### src/rtl/npn_pkg.sv
// Shared types and constants for the 4-input NPN canonicalizer.
// The permutation table is in lexicographic order; entry bits [2i+1:2i] hold p[i].
package npn_pkg;

    localparam int unsigned NPN_PERMS = 24;
    localparam int unsigned NPN_NEGS  = 16;
    localparam int unsigned NPN_SWEEP = 384;

    typedef enum logic [1:0] {
        IDLE  = 2'd0,
        SWEEP = 2'd1,
        DONE  = 2'd2
    } npn_state_t;

    typedef struct packed {
        logic [15:0] canon;
        logic [4:0]  perm;
        logic [3:0]  neg;
        logic        onot;
    } npn_result_t;

    function automatic logic [7:0] pk(input logic [1:0] p0, input logic [1:0] p1,
                                      input logic [1:0] p2, input logic [1:0] p3);
        return {p3, p2, p1, p0};
    endfunction

    localparam logic [7:0] NPN_PERM_TAB [NPN_PERMS] = '{
        pk(2'd0, 2'd1, 2'd2, 2'd3), pk(2'd0, 2'd1, 2'd3, 2'd2),
        pk(2'd0, 2'd2, 2'd1, 2'd3), pk(2'd0, 2'd2, 2'd3, 2'd1),
        pk(2'd0, 2'd3, 2'd1, 2'd2), pk(2'd0, 2'd3, 2'd2, 2'd1),
        pk(2'd1, 2'd0, 2'd2, 2'd3), pk(2'd1, 2'd0, 2'd3, 2'd2),
        pk(2'd1, 2'd2, 2'd0, 2'd3), pk(2'd1, 2'd2, 2'd3, 2'd0),
        pk(2'd1, 2'd3, 2'd0, 2'd2), pk(2'd1, 2'd3, 2'd2, 2'd0),
        pk(2'd2, 2'd0, 2'd1, 2'd3), pk(2'd2, 2'd0, 2'd3, 2'd1),
        pk(2'd2, 2'd1, 2'd0, 2'd3), pk(2'd2, 2'd1, 2'd3, 2'd0),
        pk(2'd2, 2'd3, 2'd0, 2'd1), pk(2'd2, 2'd3, 2'd1, 2'd0),
        pk(2'd3, 2'd0, 2'd1, 2'd2), pk(2'd3, 2'd0, 2'd2, 2'd1),
        pk(2'd3, 2'd1, 2'd0, 2'd2), pk(2'd3, 2'd1, 2'd2, 2'd0),
        pk(2'd3, 2'd2, 2'd0, 2'd1), pk(2'd3, 2'd2, 2'd1, 2'd0)
    };

endpackage

### src/rtl/npn_apply.sv
// Combinational NPN transform with output polarity 0:
// g[m] = f[m'] where bit i of m' is x_{p[i]} ^ neg[i].
module npn_apply
    import npn_pkg::*;
(
    input  logic [15:0] f,
    input  logic [4:0]  perm,
    input  logic [3:0]  neg,
    output logic [15:0] g
);

    logic [7:0] ent;
    logic [3:0] x;
    logic [3:0] mp;

    always_comb begin
        ent = NPN_PERM_TAB[0];
        x   = '0;
        mp  = '0;
        g   = '0;
        if (32'(perm) < NPN_PERMS) begin
            ent = NPN_PERM_TAB[perm];
        end
        for (int unsigned m = 0; m < 16; m++) begin
            x = 4'(m);
            for (int unsigned i = 0; i < 4; i++) begin
                mp[i] = x[ent[2*i +: 2]] ^ neg[i];
            end
            g[m] = f[mp];
        end
    end

endmodule

### src/rtl/npn_canon.sv
// Sequential NPN canonicalizer: sweeps one (perm, neg) pair per cycle, both
// output polarities at once, and keeps the first strictly-smallest candidate.
module npn_canon
    import npn_pkg::*;
(
    input  logic        clk,
    input  logic        rst,
    input  logic        in_valid,
    output logic        in_ready,
    input  logic [15:0] in_tt,
    output logic        out_valid,
    input  logic        out_ready,
    output logic [15:0] out_canon,
    output logic [4:0]  out_perm,
    output logic [3:0]  out_neg,
    output logic        out_onot
);

    npn_state_t  state;
    npn_state_t  state_next;
    logic        alive;
    logic [15:0] f_q;
    logic [4:0]  perm_q;
    logic [3:0]  neg_q;
    npn_result_t best;
    npn_result_t cand;
    logic [15:0] g;
    logic [15:0] g_n;
    logic        accept;
    logic        last;

    npn_apply u_apply (
        .f    (f_q),
        .perm (perm_q),
        .neg  (neg_q),
        .g    (g)
    );

    assign g_n    = ~g;
    assign accept = in_valid && in_ready;
    // {perm, neg} is perm*16 + neg, so the final pair is the last sweep index.
    assign last   = ({perm_q, neg_q} == 9'(NPN_SWEEP - 1));

    always_ff @(posedge clk or posedge rst) begin
        if (rst) begin
            state <= IDLE;
            alive <= 1'b0;
        end else begin
            state <= state_next;
            alive <= 1'b1;
        end
    end

    always_comb begin
        state_next = state;
        case (state)
            IDLE:    if (accept) state_next = SWEEP;
            SWEEP:   if (last) state_next = DONE;
            DONE:    if (out_ready) state_next = IDLE;
            default: state_next = IDLE;
        endcase
    end

    always_comb begin
        in_ready  = alive && (state == IDLE);
        out_valid = (state == DONE);
    end

    // o=0 is tried before o=1 so ties resolve to the non-inverted output.
    always_comb begin
        cand = best;
        if (g < cand.canon) begin
            cand = '{canon: g, perm: perm_q, neg: neg_q, onot: 1'b0};
        end
        if (g_n < cand.canon) begin
            cand = '{canon: g_n, perm: perm_q, neg: neg_q, onot: 1'b1};
        end
    end

    always_ff @(posedge clk or posedge rst) begin
        if (rst) begin
            f_q    <= '0;
            perm_q <= '0;
            neg_q  <= '0;
            best   <= '0;
        end else begin
            if (state == IDLE && accept) begin
                f_q    <= in_tt;
                perm_q <= '0;
                neg_q  <= '0;
                best   <= '{canon: in_tt, perm: '0, neg: '0, onot: 1'b0};
            end else if (state == SWEEP) begin
                best  <= cand;
                neg_q <= neg_q + 4'd1;
                if (last) begin
                    perm_q <= '0;
                end else if (neg_q == 4'(NPN_NEGS - 1)) begin
                    perm_q <= perm_q + 5'd1;
                end
            end
        end
    end

    assign out_canon = best.canon;
    assign out_perm  = best.perm;
    assign out_neg   = best.neg;
    assign out_onot  = best.onot;

endmodule

### config.mk
export PLATFORM = sky130hd
export DESIGN_NAME = npn_canon
export DESIGN_NICKNAME = d
export VERILOG_FILES = /design/src/rtl/npn_pkg.sv /design/src/rtl/npn_apply.sv /design/src/rtl/npn_canon.sv
export SDC_FILE = /design/constraint.sdc
export NUM_CORES = 1
export LEC_CHECK = 0
export CORE_ASPECT_RATIO = 1.25
export CORE_MARGIN = 5
export CORE_UTILIZATION = 55
export DETAILED_ROUTE_END_ITERATION = 7
export DONT_BUFFER_PORTS = 1
export PLACE_DENSITY = 0.66
export SYNTH_ARGS = -nofsm -noshare
export SYNTH_HDL_FRONTEND = slang
export SYNTH_SLANG_ARGS = --single-unit
### constraint.sdc
create_clock -name clk -period 21.6 [get_ports clk]
set_clock_uncertainty 0.1 [all_clocks]
set_input_delay 2.16 -clock clk [delete_from_list [all_inputs] [get_ports clk]]
set_output_delay 2.16 -clock clk [all_outputs]
set_load 0.01 [all_outputs]
==> results list, run 1 <==
- Setup slack closes at 12.50 ns.
- The clock reaches the later pin of the worst-skew pair after 0.30 ns.
* Vias: 5159
- In the routed design, unresolved DRC markers number 0.
- Highest fanout seen on the critical path: 28
- Headroom to the max-slew limit: 17.1%
* Number of cells produced by synthesis: 653
* RSZ-0062 raised after global routing: no
- The clock drives 54 sinks.
* Net total in the final layout: 701
- Initial standard-cell utilization of the core: 56.5%
- The area growth from synthesis to layout is 2.51%.
- Highest attainable clock frequency: 110 MHz
- Counting the fill cells in the layout gives 1010.
* Endpoint type of the worst setup path: register
- Global routing finished with a remaining overflow of 0.
- Crit path from: perm_q[2]
- Std-Cell Core Area: 11700 µm²
- The worst hold path belongs to the class register to register.
- Critical path launch point type: register
* Largest area contributor in the netlist: mux4_2
- Final worst path period need: 9.10 ns
- Critical Setup Path Class: register to register
- Yosys mapped the design onto 63 distinct sky130hd cell types.
- Using the TritonRoute via totals, the vias-per-cell ratio works out to 6.60.
* Total power divided by cell area: 29.4 nW/µm²
- Yosys mapped a number of flops with a built-in enable equal to 0.
* Dominant synthesized flop cell: dfrtp_1
- Hold-fix buffers, CTS: 0
- A synthesized cell averages 10.1 µm².
- The worst-case IR drop observed on VDD is 0.0358 mV.
* Dpl ws: 12.59 ns
- The die is 133 µm tall.
- The number of global-route vias before repair came to 5256.
- For this block, the routed nets add up to 18300 µm of wire.
- Antenna violations before repair: 0
- In this run, post-CTS repair resized a total of 0 instances.
- Hold is met by 0.483 ns.
- CTS placed an instance of clkbuf_16 at the clock tree root.
* Largest net degree at the start of global routing: 55
- Fraction of post-synthesis cell area in the top cell type by area: 24.1%
- Register bit total from synthesis: 54
* Crit Reg-Reg Endpoint: out_canon[8]
- At the worst endpoint, the required time is 21.73 ns.
- Crit path DAT: 9.23 ns
* Combined global-route utilization of all metal layers: 25.8%
* CTS Buf Count: 5
- After synthesis, the share of flip-flops with an asynchronous set or reset is 100%.
* Final Max Slew Viols: 0
* Run status: complete, no violations
* GPL Wtd Cong: 0.936
- Dividing the detail-routed wire length by the instance count gives 23.3 µm.
* Reg clk slew, reported paths: 0.08 ns
* Number of top-level pins: 48
- For the worst flop-to-flop path, the logic depth is 25.
* Dpl hpwl: 13000 µm
* Count of port buffers added during placement: 0
- At the end of the flow the core is filled with cells to 57.9%.
* Leak pwr: 2.93 nW
* Share of the clock period used by the worst path: 42.1%
- The first TritonRoute pass finished after 5 iterations.
* Reg2reg start: perm_q[2]
- For this run, the register share of the synthesized area comes to 20.4%.
- The tool flagged a number of max-cap violations equal to 0.
* CTS tree: yes
* Accumulated negative setup slack: 0 ns
- Floorplan die area: 14400 µm²
* Sequential cell area in the final layout: 1350 µm²
- The longest clock path from root to sink contains 2 buffers.
- During synthesis, Yosys emitted a total of 0 warnings.
* Detailed router's first-iteration violation count: 597
* Final hold viol count: 0
- The first global-routing pass estimated 29000 µm of wire.
- Setup violation total in the final timing report: 0
* Diode count: 0
- Net count after synthesis: 734
* Setup slack, reg-to-reg: 12.50 ns
- Synth top area cells: mux4_2, dfrtp_1, ha_1, mux2i_1, nand2_1
- Multi-input combinational cell area: 4820 µm²
* Number of H-tree levels: 2
- Number of standard-cell rows in the floorplan: 44
* Width of the chip: 108 µm
- Layout cell share with drive strength beyond 1: 19.0%
- In this run the remaining antenna-violating nets after routing total 0.
- Post-CTS timing repair inserted 0 buffers for setup.
- After synthesis the cells add up to 6630 µm².
* Worst slew pin tran: 1.24 ns
* CP Capture Point: out_canon[8]
-- Yosys cell counts, types with 3 or more instances --
library cell,number
buf_6,5
dfrtp_1,54
xor2_1,16
a21o_1,7
o211ai_1,3
nand4_1,8
clkbuf_1,26
inv_2,8
nor2b_1,9
a21oi_1,38
inv_1,45
nor2_1,31
and3_1,8
nand3_1,17
buf_4,5
nor3_1,4
nand2b_1,5
buf_1,3
ha_1,61
o21ai_0,26
o22ai_1,3
a31oi_1,3
xnor2_2,9
mux4_2,71
buf_2,6
mux2i_1,41
nand2_1,76
xnor2_1,23
-- logic make-up after synthesis --
logic type	share of synthesized area [%]
and+or+nand+nor	11.7
muxes	31.4
AOI/OAI and AO/OA	10.2
buffers and inverters	6.82
adders and majority gates	11.5
DFF	20.4
xor gates and xnor gates	7.86
other	0.0566
-- layout make-up --
type / count / share of cell area, %
Tap cell: 161 / 2.97
Multi-Input combinational cell: 500 / 71.0
Inverter: 53 / 2.93
Sequential cell: 54 / 19.9
Clock buffer: 5 / 1.84
Clock inverter: 3 / 0.700
Timing Repair Buffer: 6 / 0.663
-- critical path, cell delays in order, from the launching register on --
cell       delay, ns
dfrtp_1         0.66
inv_1           0.20
ha_1            0.24
o21ai_0         0.27
o31ai_4         0.18
inv_1           0.11
ha_1            0.27
xor2_1          0.50
mux4_2          0.57
mux4_2          0.53
ha_1            0.31
nand2_1         0.07
nor3_1          0.25
nand2_1         0.17
o311ai_4        1.08
nor2_1          0.16
a21o_1          0.23
ha_1            0.30
a21o_1          0.16
a21o_1          0.17
a211o_1         0.30
a2111oi_2       0.47
nand3_1         0.65
a21o_1          0.66
and3_1          0.28
a21oi_1         0.12
-- stage by stage --
stage / power, mW / cells / instance area (µm²)
floorplan: 0.105 / 653 / 6630
global placement: 0.105 / 774 / 6620
detailed placement: 0.106 / 774 / 6620
CTS: 0.201 / 782 / 6790
global route: 0.204 / 782 / 6790
finish: 0.200 / 782 / 6790
-- cells in the final DEF (no fill, tap or decap), drive strengths merged, types with 2 or more instances in the layout --
cell	n
nand2	76
mux4	72
ha	61
dfrtp	54
inv	54
mux2i	43
a21oi	38
xnor2	32
nor2	31
o21ai	28
xor2	18
nand3	17
nor2b	9
and3	8
nand4	8
a21o	7
buf	6
nand2b	5
clkbuf	5
nor3	4
a31oi	4
o22ai	3
o211ai	3
o31ai	3
and4	2
a311oi	2
a211oi	2
a22oi	2
or3	2
and2	2
a2111oi	2
o311ai	2
-- registers in the layout, indices dropped and copies added, names as in the netlist --
register	flops
out_perm	5
out_canon	16
out_onot	1
neg_q	4
alive	1
out_neg	4
f_q	16
state	2
perm_q	5
-- metal layers --
layer	wire, µm	up-vias	track usage, %
met2	9290	230	43.2
li1	-	2295	-
met4	476	0	9.96
met5	0	-	0
met1	7160	2597	34.1
met3	1330	37	3.02
-- power by group --
| group | switching (mW) | internal (mW) | total (mW) |
|---|---|---|---|
| sequential | 0.0000163 | 0.101 | 0.101 |
| clock | 0.0410 | 0.0555 | 0.0965 |
| combinational | 0.00204 | 0.000221 | 0.00226 |
| total | 0.0431 | 0.157 | 0.200 |
-- worst min path at each step --
stage | from | end | depth (start not counted)
3_5_place_dp | out_perm[3] | out_perm[3] | 2
5_1_grt | out_perm[3] | out_perm[3] | 2
6_report | out_perm[3] | out_perm[3] | 2
4_1_cts | out_perm[3] | out_perm[3] | 2
2_1_floorplan | out_neg[2] | out_neg[2] | 2
3_3_place_gp | out_perm[0] | out_perm[0] | 2
No activity file was read; power rests on OpenSTA's default activity.
==> run 2, diff against run 1 <==
--- a/config.mk
+++ b/config.mk
@@ -10,7 +10,7 @@
 export CORE_UTILIZATION = 55
 export DETAILED_ROUTE_END_ITERATION = 7
 export DONT_BUFFER_PORTS = 1
-export PLACE_DENSITY = 0.66
+export PLACE_DENSITY = 0.69
 export SYNTH_ARGS = -nofsm -noshare
 export SYNTH_HDL_FRONTEND = slang
 export SYNTH_SLANG_ARGS = --single-unit
==> constraint.sdc (replaced) <==
create_clock -name clk -period 7.9 [get_ports clk]
set_clock_uncertainty 0.1 [all_clocks]
set_input_delay 0.79 -clock clk [delete_from_list [all_inputs] [get_ports clk]]
set_output_delay 0.79 -clock clk [all_outputs]
set_load 0.01 [all_outputs]
==> run 2 against run 1 <==
Against the previous run: combinational power rose to 2.7 times the previous value; clock power rose to 2.8 times the previous value; global-route usage up 0.55 points; power rose to 2.8 times the previous value; sequential power rose to 2.7 times the previous value; design area up 2.6%; hold slack worse by 0.38 ns; highest routed layer unchanged.
==> results list, run 2 (same netlist as run 1, synthesis figures left out) <==
- The setup violation total in the final timing report came to 0 (unchanged).
- The number of core rows came to 44 (unchanged).
- The average via count per standard cell was 6.69 (was 6.60).
* Reg clk slew, reported paths: 0.08 ns (about the same)
- The type of the tightest min-delay check was input pin to async pin (was register to register).
* Critical path launch point type: register (unchanged)
- Combined global-route utilization of all metal layers: 26.3% (was 25.8%)
- The final hold violation count was 0 (unchanged).
- The fraction of layout instances using a drive strength above 1 was 21.3% (was 19.0%).
- Std-Cell Core Area: 11700 µm² (unchanged)
- Congestion Overflow GR: 0 (unchanged)
- Count of port buffers added during placement: 0 (unchanged)
* Run status: complete, no violations (unchanged)
* Number of global-route vias before repair: 5347 (was 5256)
- Leading cell types in the layout, fill and taps excluded: nand2_1, mux4_2, ha_1, dfrtp_1, inv_1 (unchanged).
- Width of the chip: 108 µm (unchanged)
* Routed Wire Length: 18500 µm (was 18300 µm)
* Number of H-tree levels: 2 (unchanged)
* GPL Wtd Cong: 0.958 (was 0.936)
* MaxCap Viol Count: 0 (unchanged)
- Hold-fix buffers, CTS: 0 (unchanged)
- Area growth from synthesis to layout: 5.19% (was 2.51%)
- Diode count: 0 (unchanged)
- Worst vdd ir: 0.113 mV (was 0.0358 mV)
- Net total in the final layout: 709 (was 701)
* Number of sinks handled by clock tree synthesis: 54 (unchanged)
- The most frequent standard cell in the layout excluding fill and tap cells was nand2_1 (unchanged).
- Final Max Slew Viols: 0 (unchanged)
- CTS Buf Count: 5 (unchanged)
- The first-pass GRT wire length came to 29400 µm (was 29000 µm).
* Cell at the root of the clock tree: clkbuf_16 (unchanged)
- Fill cell total of the finished layout: 1001 (was 1010)
- The number of vias after detailed routing is 5289 (was 5159).
- The number of buffers between clock root and the deepest sink came to 2 (unchanged).
* Leak pwr: 2.99 nW (was 2.93 nW)
- Detailed router's first-iteration violation count: 583 (was 597)
* Antenna violations before repair: 0 (unchanged)
- Share of the clock period used by the worst path: 93.6% (was 42.1%)
* Drt first pass iters: 5 (unchanged)
- Floorplan die area: 14400 µm² (unchanged)
- Post-DRT Antenna Nets: 0 (unchanged)
- The setup TNS after final layout was 0 ns (unchanged).
* Crit path DAT: 7.48 ns (was 9.23 ns)
* RSZ-0062 raised after global routing: no (unchanged)
- The relative slew slack is 47.4% (was 17.1%).
- The final critical-path required period came to 7.40 ns (was 9.10 ns).
- The total power is 0.550 mW (was 0.200 mW).
* Clock latency on the worst-skew pair: 0.30 ns (about the same)
- The transition time at the pin with the least slew margin is 0.789 ns (was 1.24 ns).
- The data required time of the critical path is 7.98 ns (was 21.73 ns).
- The I/O pin count came to 48 (unchanged).
* Routed length per placed instance: 23.4 µm (was 23.3 µm)
- The power per cell area was 79.0 nW/µm² (was 29.4 nW/µm²).
- The HPWL after detailed placement is 13500 µm (was 13000 µm).
- The pin count of the biggest net entering global routing is 54 (was 55).
* Highest attainable clock frequency: 135 MHz (was 110 MHz)
* CTS tree: yes (unchanged)
* Critical Setup Path Class: register to register (unchanged)
- Die height: 133 µm (unchanged)
* Post-route DRC: 0 (unchanged)
- The critical-path maximum fanout was 21 (was 28).
- Endpoint type of the worst setup path: register (unchanged)
- Initial standard-cell utilization of the core: 56.5% (unchanged)
## run 2: cell types whose count changed in the layout (fill, tap and decap cells not counted), moves of 2 or more
cell	change
xor2_1	-2
buf_4	+6
xnor2_1	-2
xnor2_4	+3
## run 2: critical path, cell delays in order, from the launching register on
cell       delay, ns
dfrtp_1         0.49
inv_1           0.20
ha_1            0.25
o21ai_0         0.27
o31ai_4         0.18
inv_1           0.12
ha_1            0.31
xnor2_4         0.19
mux4_2          0.54
mux4_2          0.52
ha_1            0.31
nand4_1         0.13
nor3_2          0.30
nand2_1         0.16
o311ai_4        0.42
buf_6           0.25
mux2i_1         0.22
ha_1            0.27
a21oi_1         0.24
nor2_1          0.07
a211o_1         0.30
a2111oi_4       0.42
nand3_1         0.16
buf_4           0.24
and2_1          0.16
a221oi_1        0.33
a21oi_1         0.11
## run 2: area by class of cell
type / instances / area, µm² / area share, %
well taps: 161 / 201 / 2.89
clock buffers: 5 / 125 / 1.80
repair buffers: 14 / 121 / 1.74
inverters: 53 / 199 / 2.85
clock inverters: 3 / 47.5 / 0.682
flip-flops and latches: 54 / 1350 / 19.4
multi-input cells: 500 / 4920 / 70.6
## run 2: worst paths after layout
path	from	to	slack [ns]	cells after the start
max	perm_q[1]	out_canon[0]	0.50	26
min	rst	alive	0.10	1
max reg2reg	perm_q[1]	out_canon[0]	0.50	26
min reg2reg	out_onot	out_onot	0.49	2
max in group asynchronous	rst	perm_q[2]	6.72	2
min in group clk	out_onot	out_onot	0.49	2
## run 2: what timing repair did
action,4_1_cts,5_1_grt
gates resized for setup,0,15
buffers inserted,0,0
endpoints found under the setup margin,0,25
## run 2: routing by layer
| layer | vias to the layer above | GRT usage [%] | share of wire (%) |
|---|---|---|---|
| met5 | - | 0 | 0 |
| met4 | 0 | 11.8 | 3.7 |
| met3 | 60 | 4.14 | 7.9 |
| met2 | 308 | 43.6 | 50 |
| met1 | 2599 | 33.8 | 38 |
| li1 | 2322 | - | - |
## run 2: metrics by stage
stage / cells / worst slack [ns] / hold WS [ns] / area, µm² / util, %
4_1_cts: 790 / 0.127 / 0.102 / 6860 / 58.5
3_3_place_gp: 782 / 0.320 / 0.420 / 6690 / 57.1
3_5_place_dp: 782 / 0.143 / 0.424 / 6690 / 57.1
6_report: 790 / 0.503 / 0.102 / 6970 / 59.4
5_1_grt: 790 / 0.0192 / 0.0972 / 6970 / 59.4
2_1_floorplan: 653 / 0.949 / 0.435 / 6630 / -
## run 2: report_power, final
part,switching [mW],internal (mW)
registers,0.0000488,0.276
clock network,0.115,0.152
logic,0.00558,0.000609
